$ cat src/rtl/bus_arbiter.sv
// Two-master bus arbiter with split-transaction parking and a forced-release grant timeout.
// Define BUS_ARBITER_ROUND_ROBIN_EN for round-robin ties; otherwise master 1 has fixed priority.
module bus_arbiter #(
   parameter int unsigned TIMEOUT = 200
) (
   input  logic clk,
   input  logic reset,
   input  logic m1_request,
   input  logic m2_request,
   input  logic trans_done,
   input  logic split_enable,
   input  logic split_release,
   output logic m1_grant,
   output logic m2_grant,
   output logic bus_busy,
   output logic split_pending,
   output logic timeout_err
);

   localparam logic [7:0] CntMax = 8'(TIMEOUT - 1);

   typedef enum logic [1:0] {StIdle, StOwnM1, StOwnM2} state_e;

   state_e     state_q, state_d;
   logic [7:0] cnt_q, cnt_d;
   logic       split_pending_q, split_pending_d;
   logic       split_master_q, split_master_d;  // 0: m1, 1: m2
   logic       split_rel_q, split_rel_d;
   logic       m1_grant_q, m1_grant_d;
   logic       m2_grant_q, m2_grant_d;
   logic       bus_busy_q, bus_busy_d;
   logic       timeout_err_q, timeout_err_d;

   logic rel_seen;
   logic elig_m1, elig_m2, any_elig;
   logic regrant;
   logic tie_m2;
   logic pick_m2;
   logic owning;
   logic owner_req;
   logic timeout_hit;
   logic split_take;
   logic release_bus;

   // Arbitration and release conditions.
   always_comb begin
      rel_seen    = split_rel_q | split_release;
      elig_m1     = m1_request & ~(split_pending_q & ~split_master_q & ~rel_seen);
      elig_m2     = m2_request & ~(split_pending_q & split_master_q & ~rel_seen);
      any_elig    = elig_m1 | elig_m2;
      regrant     = split_pending_q & rel_seen & (split_master_q ? m2_request : m1_request);

      if (regrant) begin
         pick_m2 = split_master_q;
      end else if (elig_m1 && elig_m2) begin
         pick_m2 = tie_m2;
      end else begin
         pick_m2 = elig_m2;
      end

      owning      = (state_q != StIdle);
      owner_req   = (state_q == StOwnM2) ? m2_request : m1_request;
      timeout_hit = (cnt_q == CntMax);
      // Only one split may be outstanding; trans_done takes precedence over a split.
      split_take  = split_enable & ~trans_done & ~split_pending_q;
      release_bus = trans_done | ~owner_req | split_take | timeout_hit;
   end

`ifdef BUS_ARBITER_ROUND_ROBIN_EN
   logic prio_m2_q, prio_m2_d;

   always_comb begin
      prio_m2_d = prio_m2_q;
      if (state_q == StIdle && any_elig) begin
         prio_m2_d = ~pick_m2;
      end
   end

   always_ff @(posedge clk or posedge reset) begin
      if (reset) begin
         prio_m2_q <= 1'b0;
      end else begin
         prio_m2_q <= prio_m2_d;
      end
   end

   assign tie_m2 = prio_m2_q;
`else
   assign tie_m2 = 1'b0;
`endif

   // Next-state logic.
   always_comb begin
      state_d = state_q;
      unique case (state_q)
         StIdle: begin
            if (any_elig) begin
               state_d = pick_m2 ? StOwnM2 : StOwnM1;
            end
         end
         StOwnM1, StOwnM2: begin
            if (release_bus) begin
               state_d = StIdle;
            end
         end
         default: state_d = StIdle;
      endcase
   end

   // Busy counter and split bookkeeping.
   always_comb begin
      cnt_d           = '0;
      split_pending_d = split_pending_q;
      split_master_d  = split_master_q;
      split_rel_d     = split_rel_q;

      if (owning && !release_bus) begin
         cnt_d = cnt_q + 8'd1;
      end
      if (split_pending_q && split_release) begin
         split_rel_d = 1'b1;
      end
      if (owning && split_take) begin
         split_pending_d = 1'b1;
         split_master_d  = (state_q == StOwnM2);
         split_rel_d     = 1'b0;
      end
      if (!owning && regrant) begin
         split_pending_d = 1'b0;
         split_rel_d     = 1'b0;
      end
   end

   // Output logic: next values of the registered outputs.
   always_comb begin
      m1_grant_d    = (state_d == StOwnM1);
      m2_grant_d    = (state_d == StOwnM2);
      bus_busy_d    = m1_grant_d | m2_grant_d;
      timeout_err_d = owning & timeout_hit;
   end

   // State register.
   always_ff @(posedge clk or posedge reset) begin
      if (reset) begin
         state_q         <= StIdle;
         cnt_q           <= '0;
         split_pending_q <= 1'b0;
         split_master_q  <= 1'b0;
         split_rel_q     <= 1'b0;
         m1_grant_q      <= 1'b0;
         m2_grant_q      <= 1'b0;
         bus_busy_q      <= 1'b0;
         timeout_err_q   <= 1'b0;
      end else begin
         state_q         <= state_d;
         cnt_q           <= cnt_d;
         split_pending_q <= split_pending_d;
         split_master_q  <= split_master_d;
         split_rel_q     <= split_rel_d;
         m1_grant_q      <= m1_grant_d;
         m2_grant_q      <= m2_grant_d;
         bus_busy_q      <= bus_busy_d;
         timeout_err_q   <= timeout_err_d;
      end
   end

   assign m1_grant      = m1_grant_q;
   assign m2_grant      = m2_grant_q;
   assign bus_busy      = bus_busy_q;
   assign split_pending = split_pending_q;
   assign timeout_err   = timeout_err_q;

endmodule

$ cat config.mk
export PLATFORM = sky130hd
export DESIGN_NAME = bus_arbiter
export DESIGN_NICKNAME = d
export VERILOG_FILES = /design/src/rtl/bus_arbiter.sv
export SDC_FILE = /design/constraint.sdc
export NUM_CORES = 1
export LEC_CHECK = 0
export CAP_MARGIN = 5
export CORE_AREA = 2 2 46 48
export DETAILED_ROUTE_END_ITERATION = 6
export DIE_AREA = 0 0 48 50
export GPL_TIMING_DRIVEN = 0
export PLACE_DENSITY_LB_ADDON = 0.15
export SLEW_MARGIN = 20
export SYNTH_ARGS = -nofsm -noshare
export SYNTH_HDL_FRONTEND = slang
export SYNTH_SLANG_ARGS = --single-unit
$ cat constraint.sdc
create_clock -name clk -period 2 [get_ports clk]
set_clock_uncertainty 0.05 [all_clocks]
set_input_delay 0.6 -clock clk [delete_from_list [all_inputs] [get_ports clk]]
set_output_delay 0.6 -clock clk [all_outputs]
set_load 0.01 [all_outputs]
==> metrics.cfg, run 1 <==
[critical_path]
crit_arrival_ns = 1.27
critPathBufInv = 1
endpoint_kind = output pin
ff2ff_path_depth = 7
cp_slowest_stage_delay_ns = 0.56
start_kind = register
crit_family = buffers and inverters
required_ns = 1.35
timing.rr.start = cnt_q[0]
rr_endpoint = bus_busy
slowest_stage = clkdlybuf4s50_1
r2r_setup_slack_ns = 0.10
path_class = register to output pin
crit_fanout = 8
path_cells = clkdlybuf4s50_1

[worst_hold_path]
min_to = cnt_q[0]
hold_class = register to register
worstHoldStart = cnt_q[0]
whs_path_depth = 1

[final_layout]
area_delta_synth_final_pct = 22.3
drive_gt1_share_pct = 17.1
postLayoutCoreUtil_pct = 59.3
fin_nets = 119
n_antenna_cell = 0

[timing]
fmax_ghz = 0.520
hold_ws_ns = 0.422
min_period_ns = 1.92
finalCritPeriodShare_pct = 96.2
worstMarginPinSlew_ns = 0.627
maxSlewViolCount = 0
timing.setup.tns_ns = 0
rsz0062_at_grt = yes
setup_viol = 0
slew_headroom_pct = 58.1
hold_viol = 0

[clocking]
clkLatencyLatePin_ns = 0.28
cts_tree = done
ctsHtreeMaxLevel = 1
postCtsHoldBufs = 0
clk_pin_slew_ns = 0.09
cts_buffers = 3
cts.sinks = 17
cts_buffer_depth = 2
cts-root-buf = clkbuf_4

[synth]
ys_warn_count = 0
ys_ff_latch = 17
synth_area_um2 = 922
syn_inst = 87
synth.avg_cell_area_um2 = 10.6
syn_nets = 100
yosysUniqueCellTypes = 31
yosysSeqAreaShare_pct = 46.1
synth_top_area_share_pct = 46.1
yosysMostFrequentCell = dfrtp_1
async_flop_share_pct = 100
synth_flop_cell = dfrtp_1
synth_commonest_cells = 17 x dfrtp_1, 11 x nor2_1, 8 x inv_1
yosysTopAreaCell = dfrtp_1
synth-edff-count = 0
yosys-top-cells-area = dfrtp_1 46%, ha_1 8.1%, nor2_1 4.5%

[power]
p_sw_mw = 0.415
p_per_area_nw_per_um2 = 1040
pwr-share-comb_pct = 42.0
p_int_mw = 0.759
power_mw = 1.17
leakage_nw = 0.504
ir_worst_vdd_uv = 541
swShare_pct = 35.3
seqPwrFrac_pct = 43.0
p_clk_share_pct = 15.0

[detailed_routing]
ant_nets = 0
drtIter0Drc = 13
via_count = 670
wl_per_cell_um = 12.3
vias_per_cell = 5.08
finalWirelength_um = 1630
drc = 0
first_pass_iters = 3

[floorplanning]
die_area_um2 = 2400
fp-row-count = 16
fp.dieW_um = 48
io_pins = 12
coreArea_um2 = 1900
die_y_um = 50
start_util_pct = 48.5

[run]
max_cap_viol_count = 0

[placement]
port_buffers = 11
gp_congestion = 0.702
dpl.hpwl_um = 1240

[run_status]
outcome = completed

[grt]
grt_pass1_wl_um = 2660
grt_pass1_vias = 643
grt_overflow_total = 0
grt.total_usage_pct = 15.8
grt_max_degree = 18
antenna_found_initial = 0

cells by family after synthesis:
logic type | Yosys count | share of synthesized area [%]
AOI/OAI and AO/OA | 14 | 13.6
xor gates and xnor gates | 6 | 5.70
adders and majority gates | 6 | 8.14
buffers and inverters | 8 | 3.26
DFF | 17 | 46.1
muxes | 3 | 3.39
and+or+nand+nor | 33 | 19.8
metal layers:
| metal | vias up | wire length [µm] | share of wire (%) | GRT usage [%] |
|---|---|---|---|---|
| met4 | 0 | 27 | 1.7 | 9.46 |
| met2 | 5 | 827 | 51 | 26.4 |
| li1 | 342 | - | - | - |
| met1 | 321 | 754 | 46 | 18.6 |
| met3 | 2 | 16 | 0.98 | 1.10 |
| met5 | - | 0 | 0 | 0 |
placed cells by master, fill, tap and decap left out, types with 2 or more instances in the layout:
master           instances
nand2_1                  4
dfrtp_2                  2
mux2i_1                  2
xnor2_1                  2
clkbuf_4                 3
nor2b_1                  2
xor2_1                   4
ha_1                     4
buf_4                    3
o221a_1                  2
ha_2                     2
dlygate4sd2_1            2
dfrtp_1                 15
o221ai_1                 2
clkdlybuf4s50_1          8
nor2_1                  11
nand3_1                  5
inv_1                    7
a211o_1                  2
o211ai_1                 2
and3_1                   2
power groups by stage:
stage / clock network [mW] / registers (mW) / logic [mW]
floorplan: 0 / 0.507 / 0.303
global placement: 0 / 0.502 / 0.453
detailed placement: 0 / 0.507 / 0.470
CTS: 0.183 / 0.500 / 0.478
global route: 0.201 / 0.522 / 0.555
finish: 0.176 / 0.504 / 0.494
flip-flops by register name, indices dropped and copies added (netlist names):
signal / count
cnt_q: 8
state_q: 2
bus_busy: 1
m1_grant: 1
m2_grant: 1
split_master_q: 1
split_pending: 1
split_rel_q: 1
timeout_err: 1
repair_timing:
action	in CTS	in global routing
hold endpoints to repair	0	0
gates resized for setup	3	6
buffers inserted	1	2
pin swaps	3	2
endpoints found under the setup margin	3	3
stage by stage:
step,setup slack [ns],cells,cell area (µm²)
finish,0.0764,132,1130
global route,-0.00815,132,1130
global placement,-0.468,125,1070
CTS,0.00128,130,1100
floorplan,0.166,87,922
detailed placement,-0.459,125,1070
final cells by class:
type,count,area [µm²]
flip-flops and latches,17,428
inverters,8,30.0
multi-input cells,62,477
repair buffers,14,133
clock buffers,4,26.3
fillers,183,774
well taps,27,33.8
worst max path at each step:
stage	depth (start not counted)	to	from
after floorplan	8	bus_busy	state_q[0]
after global placement	7	bus_busy	m2_request
after detailed placement	7	bus_busy	m2_request
after CTS	7	bus_busy	m1_request
after global routing	7	bus_busy	cnt_q[0]
final	1	split_pending	split_pending
Note: power is estimated with default switching activity, not from simulation.
==> run 2: changes to the inputs <==
--- a/config.mk
+++ b/config.mk
@@ -10,7 +10,7 @@
 export DETAILED_ROUTE_END_ITERATION = 6
 export DIE_AREA = 0 0 48 50
 export GPL_TIMING_DRIVEN = 0
-export PLACE_DENSITY_LB_ADDON = 0.15
+export PLACE_DENSITY_LB_ADDON = 0.12
 export SLEW_MARGIN = 20
 export SYNTH_ARGS = -nofsm -noshare
 export SYNTH_HDL_FRONTEND = slang
==> metrics.cfg, run 2 (same netlist as run 1, synthesis figures left out) <==
[clocking]
cts.sinks = 17  ; unchanged
clk_pin_slew_ns = 0.10  ; about the same
cts-root-buf = clkbuf_4
cts_buffer_depth = 2  ; unchanged
clkLatencyLatePin_ns = 0.28  ; about the same
postCtsHoldBufs = 0  ; unchanged
cts_tree = done
cts_buffers = 3  ; unchanged
ctsHtreeMaxLevel = 1  ; unchanged

[floorplanning]
coreArea_um2 = 1900  ; unchanged
die_y_um = 50  ; unchanged
start_util_pct = 48.5  ; unchanged
fp.dieW_um = 48  ; unchanged
io_pins = 12  ; unchanged
die_area_um2 = 2400  ; unchanged
fp-row-count = 16  ; unchanged

[detailed_routing]
drtIter0Drc = 2  ; -11
via_count = 675  ; +0.75%
first_pass_iters = 2  ; -1
ant_nets = 0  ; unchanged
wl_per_cell_um = 12.2  ; -1.2%
finalWirelength_um = 1580  ; -2.7%
vias_per_cell = 5.19  ; +2.3%
drc = 0  ; unchanged

[final_layout]
final_cells = 130  ; -1.5%
layout_common_cells = 16 x dfrtp_1, 11 x nor2_1, 8 x clkdlybuf4s50_1
n_antenna_cell = 0  ; unchanged
fin_nets = 117  ; -1.7%
largest_registers = cnt_q: 8 flops, state_q: 2 flops
postLayoutCellArea_um2 = 1110  ; -1.7%
regMostFlops = cnt_q
largest_reg_flops = 8  ; unchanged
area_delta_synth_final_pct = 20.2
drive_gt1_share_pct = 15.5  ; -1.6 points
layout_commonest_cell = dfrtp_1

[critical_path]
critPathBufInv = 1  ; unchanged
crit_family = buffers and inverters
cp_slowest_stage_delay_ns = 0.55  ; about the same
endpoint_kind = output pin
path_class = register to output pin
start_kind = register
path_cells = clkdlybuf4s50_1
crit_arrival_ns = 1.27  ; about the same
crit_fanout = 8  ; unchanged
slowest_stage = clkdlybuf4s50_1
required_ns = 1.35  ; about the same

[placement]
dp_cells = 125  ; unchanged
dpl.hpwl_um = 1220  ; -1.8%
place_ws_ns = -0.475  ; -0.0157 ns
dpl_cell_area_um2 = 1070  ; unchanged
gp_congestion = 0.695  ; -0.97%
port_buffers = 11  ; unchanged

[grt]
grt_pass1_wl_um = 2740  ; +3.1%
grt_overflow_total = 0  ; unchanged
grt_pass1_vias = 710  ; +10%
grt.total_usage_pct = 16.0  ; +0.20 points
grt_max_degree = 18  ; unchanged
antenna_found_initial = 0  ; unchanged

[power]
power_mw = 1.15  ; -2.0%
ir_worst_vdd_uv = 467  ; -14%
p_per_area_nw_per_um2 = 1040  ; -0.34%
leakage_nw = 0.489  ; -3.0%

[timing]
fmax_ghz = 0.522  ; +0.38%
rsz0062_at_grt = yes
worst_slack_ns = 0.0836  ; +0.00723 ns
setup_viol = 0  ; unchanged
hold_viol = 0  ; unchanged
timing.setup.tns_ns = 0  ; unchanged
finalCritPeriodShare_pct = 95.8  ; -0.36 points
min_period_ns = 1.92  ; -0.00723 ns
maxSlewViolCount = 0  ; unchanged
slew_headroom_pct = 57.5  ; -0.67 points
worstMarginPinSlew_ns = 0.637  ; +0.0100 ns

[worst_hold_path]
hold_class = register to register

[run]
max_cap_viol_count = 0  ; unchanged

[run_status]
outcome = completed

==> run 2: report_power, final <==
group	switching, mW	leakage [nW]	internal (mW)
sequential	0.0779	0.226	0.425
combinational	0.231	0.245	0.240
clock	0.104	0.0177	0.0742
total	0.412	0.489	0.739
==> run 2: area by class of cell <==
type                            count  area, µm²
Clock buffer                        3       22.5
Clock inverter                      1       5.00
Fill cell                         177        793
Inverter                            8       30.0
Multi-Input combinational cell     62        477
Sequential cell                    17        427
Tap cell                           27       33.8
Timing Repair Buffer               12        114
==> run 2: through the flow <==
step                      hold WS [ns]  utilization (%)
final                            0.415             58.3
after CTS                        0.417             58.0
after floorplan                  0.375                -
after global routing             0.445             58.3
after global placement           0.391             56.1
after detailed placement         0.403             56.1
==> run 2: path summary, 6_finish.rpt <==
check                           cells past startpoint           from  slack [ns]             to
worst max-delay path                                1  split_pending        0.08  split_pending
worst min-delay path                                1       cnt_q[0]        0.42       cnt_q[0]
worst max register to register                      7       cnt_q[0]        0.09       bus_busy
worst min register to register                      1       cnt_q[0]        0.42       cnt_q[0]
max in group asynchronous                           2          reset        0.81  split_pending
min in group asynchronous                           2          reset        0.64       m2_grant
==> run 2: repair_timing <==
| item | CTS | global route |
|---|---|---|
| setup endpoints to repair | 3 | 3 |
| pin swaps | 4 | 3 |
| buffers inserted | 1 | 0 |
| resized for setup | 4 | 4 |
==> run 2: per-layer routing <==
layer	vias to the layer above	wire length (µm)	track usage [%]
met5	-	0	0
met4	0	27	8.11
met3	2	16	2.20
met2	4	838	29.6
met1	327	698	16.1
li1	342	-	-
==> run 3: changes to the inputs <==
--- a/config.mk
+++ b/config.mk
@@ -6,9 +6,9 @@
 export NUM_CORES = 1
 export LEC_CHECK = 0
 export CAP_MARGIN = 5
-export CORE_AREA = 2 2 46 48
+export CORE_AREA = 2 2 44 46
 export DETAILED_ROUTE_END_ITERATION = 6
-export DIE_AREA = 0 0 48 50
+export DIE_AREA = 0 0 46 48
 export GPL_TIMING_DRIVEN = 0
 export PLACE_DENSITY_LB_ADDON = 0.12
 export SLEW_MARGIN = 20
==> constraint.sdc (replaced) <==
create_clock -name clk -period 2.31 [get_ports clk]
set_clock_uncertainty 0.05 [all_clocks]
set_input_delay 0.693 -clock clk [delete_from_list [all_inputs] [get_ports clk]]
set_output_delay 0.693 -clock clk [all_outputs]
set_load 0.01 [all_outputs]
==> metrics.cfg, run 3 (same netlist as run 1, synthesis figures left out) <==
[final_layout]
layout_common_cells = 17 x dfrtp_1, 11 x nor2_1, 11 x clkdlybuf4s50_1
largest_registers = cnt_q: 8 flops, state_q: 2 flops
fillers = 149  ; -16%
area_delta_synth_final_pct = 18.3
postLayoutCoreUtil_pct = 64.6  ; +6.3 points
n_antenna_cell = 0  ; unchanged
layout_commonest_cell = dfrtp_1
largest_reg_flops = 8  ; unchanged
drive_gt1_share_pct = 10.8  ; -4.7 points
regMostFlops = cnt_q
fin_nets = 116  ; -0.85%

[critical_path]
endpoint_kind = register
crit_fanout = 6  ; -2
start_kind = primary input
required_ns = 2.45  ; +1.10 ns
path_class = primary input to register
crit_arrival_ns = 2.32  ; +1.05 ns

[detailed_routing]
wl_met1_um = 729  ; +4.4%
route.met2.wl_um = 663  ; -21%
vias_per_cell = 5.64  ; +8.6%
via_count = 671  ; -0.59%
finalWirelength_um = 1490  ; -5.6%
first_pass_iters = 4  ; +2
wl_per_cell_um = 12.6  ; +3.2%
drtIter0Drc = 4  ; +2
ant_nets = 0  ; unchanged
highest_layer = met4
drc = 0  ; unchanged
met3_length_um = 75  ; +370%

[floorplanning]
fp.dieW_um = 46  ; -4.2%
io_pins = 12  ; unchanged
die_y_um = 48  ; -4.0%
die_area_um2 = 2210  ; -8.0%
start_util_pct = 54.6  ; +6.1 points
coreArea_um2 = 1690  ; -11%
fp-row-count = 15  ; -1

[grt]
antenna_found_initial = 0  ; unchanged
grt_pass1_wl_um = 2420  ; -12%
grt_pass1_vias = 586  ; -17%
grt_max_degree = 18  ; unchanged
grt_overflow_total = 0  ; unchanged
grt.total_usage_pct = 16.0  ; -0.059 points

[placement]
gp_congestion = 0.690  ; -0.66%
dpl.hpwl_um = 1120  ; -8.4%
port_buffers = 11  ; unchanged

[power]
pwr-share-comb_pct = 41.6  ; +0.7 points
swShare_pct = 35.8  ; about the same
p_int_mw = 0.641  ; -13%
p_sw_mw = 0.358  ; -13%
leakage_nw = 0.485  ; -0.77%
p_per_area_nw_per_um2 = 916  ; -12%
p_clk_share_pct = 15.2  ; -0.2 points
ir_worst_vdd_uv = 612  ; +31%
seqPwrFrac_pct = 43.2  ; -0.5 points

[clocking]
ctsHtreeMaxLevel = 1  ; unchanged
clk_pin_slew_ns = 0.09  ; about the same
postCtsHoldBufs = 0  ; unchanged
cts_tree = done
cts_buffer_depth = 2  ; unchanged
cts.sinks = 17  ; unchanged
cts-root-buf = clkbuf_4
cts_buffers = 3  ; unchanged
clkLatencyLatePin_ns = 0.28  ; about the same

[run_status]
outcome = completed

[timing]
fmax_ghz = 0.458
rsz0062_at_grt = no
finalCritPeriodShare_pct = 94.6
setup_viol = 0  ; unchanged
hold_viol = 0  ; unchanged
slew_headroom_pct = 57.7  ; +0.28 points
maxSlewViolCount = 0  ; unchanged
min_period_ns = 2.19
worstMarginPinSlew_ns = 0.633  ; -0.00421 ns
hold_ws_ns = 0.407  ; -0.00793 ns

[run]
max_cap_viol_count = 0  ; unchanged

[worst_hold_path]
hold_class = register to register

[run 3: cell types whose count changed in the layout (fill, tap and decap cells not counted), sizes merged]
cell / change
buf: -1
clkinv: -1
clkdlybuf4s50: +3
clkbuf: +1
dlygate4sd2: -3
[run 3: cell type report]
cell class              instances  area [µm²]  share of cell area [%]
clock buffers                   4        26.3                    2.41
inverters                       8        30.0                    2.75
multi-input cells              62         478                    43.8
flip-flops and latches         17         425                    39.0
well taps                      17        21.3                    1.95
repair buffers                 11         110                    10.1
[run 3: repair_timing]
| item | in CTS | in global routing |
|---|---|---|
| buffers inserted | 0 | 0 |
| resized for setup | 0 | 2 |
| endpoints found under the setup margin | 0 | 1 |
[run 3: stage by stage]
stage               cell area [µm²]  TNS, ns  cells  setup WS, ns  power, mW
floorplan                       922        0     87         0.394      0.702
global placement               1050   -0.490    115        -0.243      0.828
detailed placement             1050   -0.517    115        -0.244      0.840
CTS                            1080        0    119        0.0672      0.997
global route                   1090        0    119        0.0442       1.08
finish                         1090        0    119         0.125      0.999
[run 3: power groups by stage]
stage | sequential (mW) | clock [mW] | combinational (mW)
after global routing | 0.442 | 0.173 | 0.463
final | 0.432 | 0.152 | 0.416
after CTS | 0.432 | 0.160 | 0.405
after global placement | 0.435 | 0 | 0.393
after floorplan | 0.439 | 0 | 0.263
after detailed placement | 0.437 | 0 | 0.403
[run 3: worst max-delay path, stage by stage]
cell	delay, ns
clkdlybuf4s50_1	0.47
and4bb_1	0.35
o21ai_4	0.07
a211o_1	0.31
o221a_1	0.13
ha_1	0.27
inv_1	0.03
[run 3: routing by layer]
| layer | up-vias | GRT usage [%] |
|---|---|---|
| met2 | 15 | 25.0 |
| met5 | - | 0 |
| met1 | 316 | 18.6 |
| li1 | 335 | - |
| met3 | 5 | 6.79 |
| met4 | 0 | 8.57 |
[run 3: path summary, 6_finish.rpt]
path                       slack [ns]           from         end  cells past startpoint
min in group asynchronous        0.74          reset    cnt_q[6]                      2
setup reg to reg                 0.39     state_q[0]    bus_busy                      8
hold reg to reg                  0.41       cnt_q[0]    cnt_q[0]                      1
hold / removal                   0.41       cnt_q[0]    cnt_q[0]                      1
max in group asynchronous        1.07          reset  state_q[1]                      2
setup / recovery                 0.12  split_release    bus_busy                      7
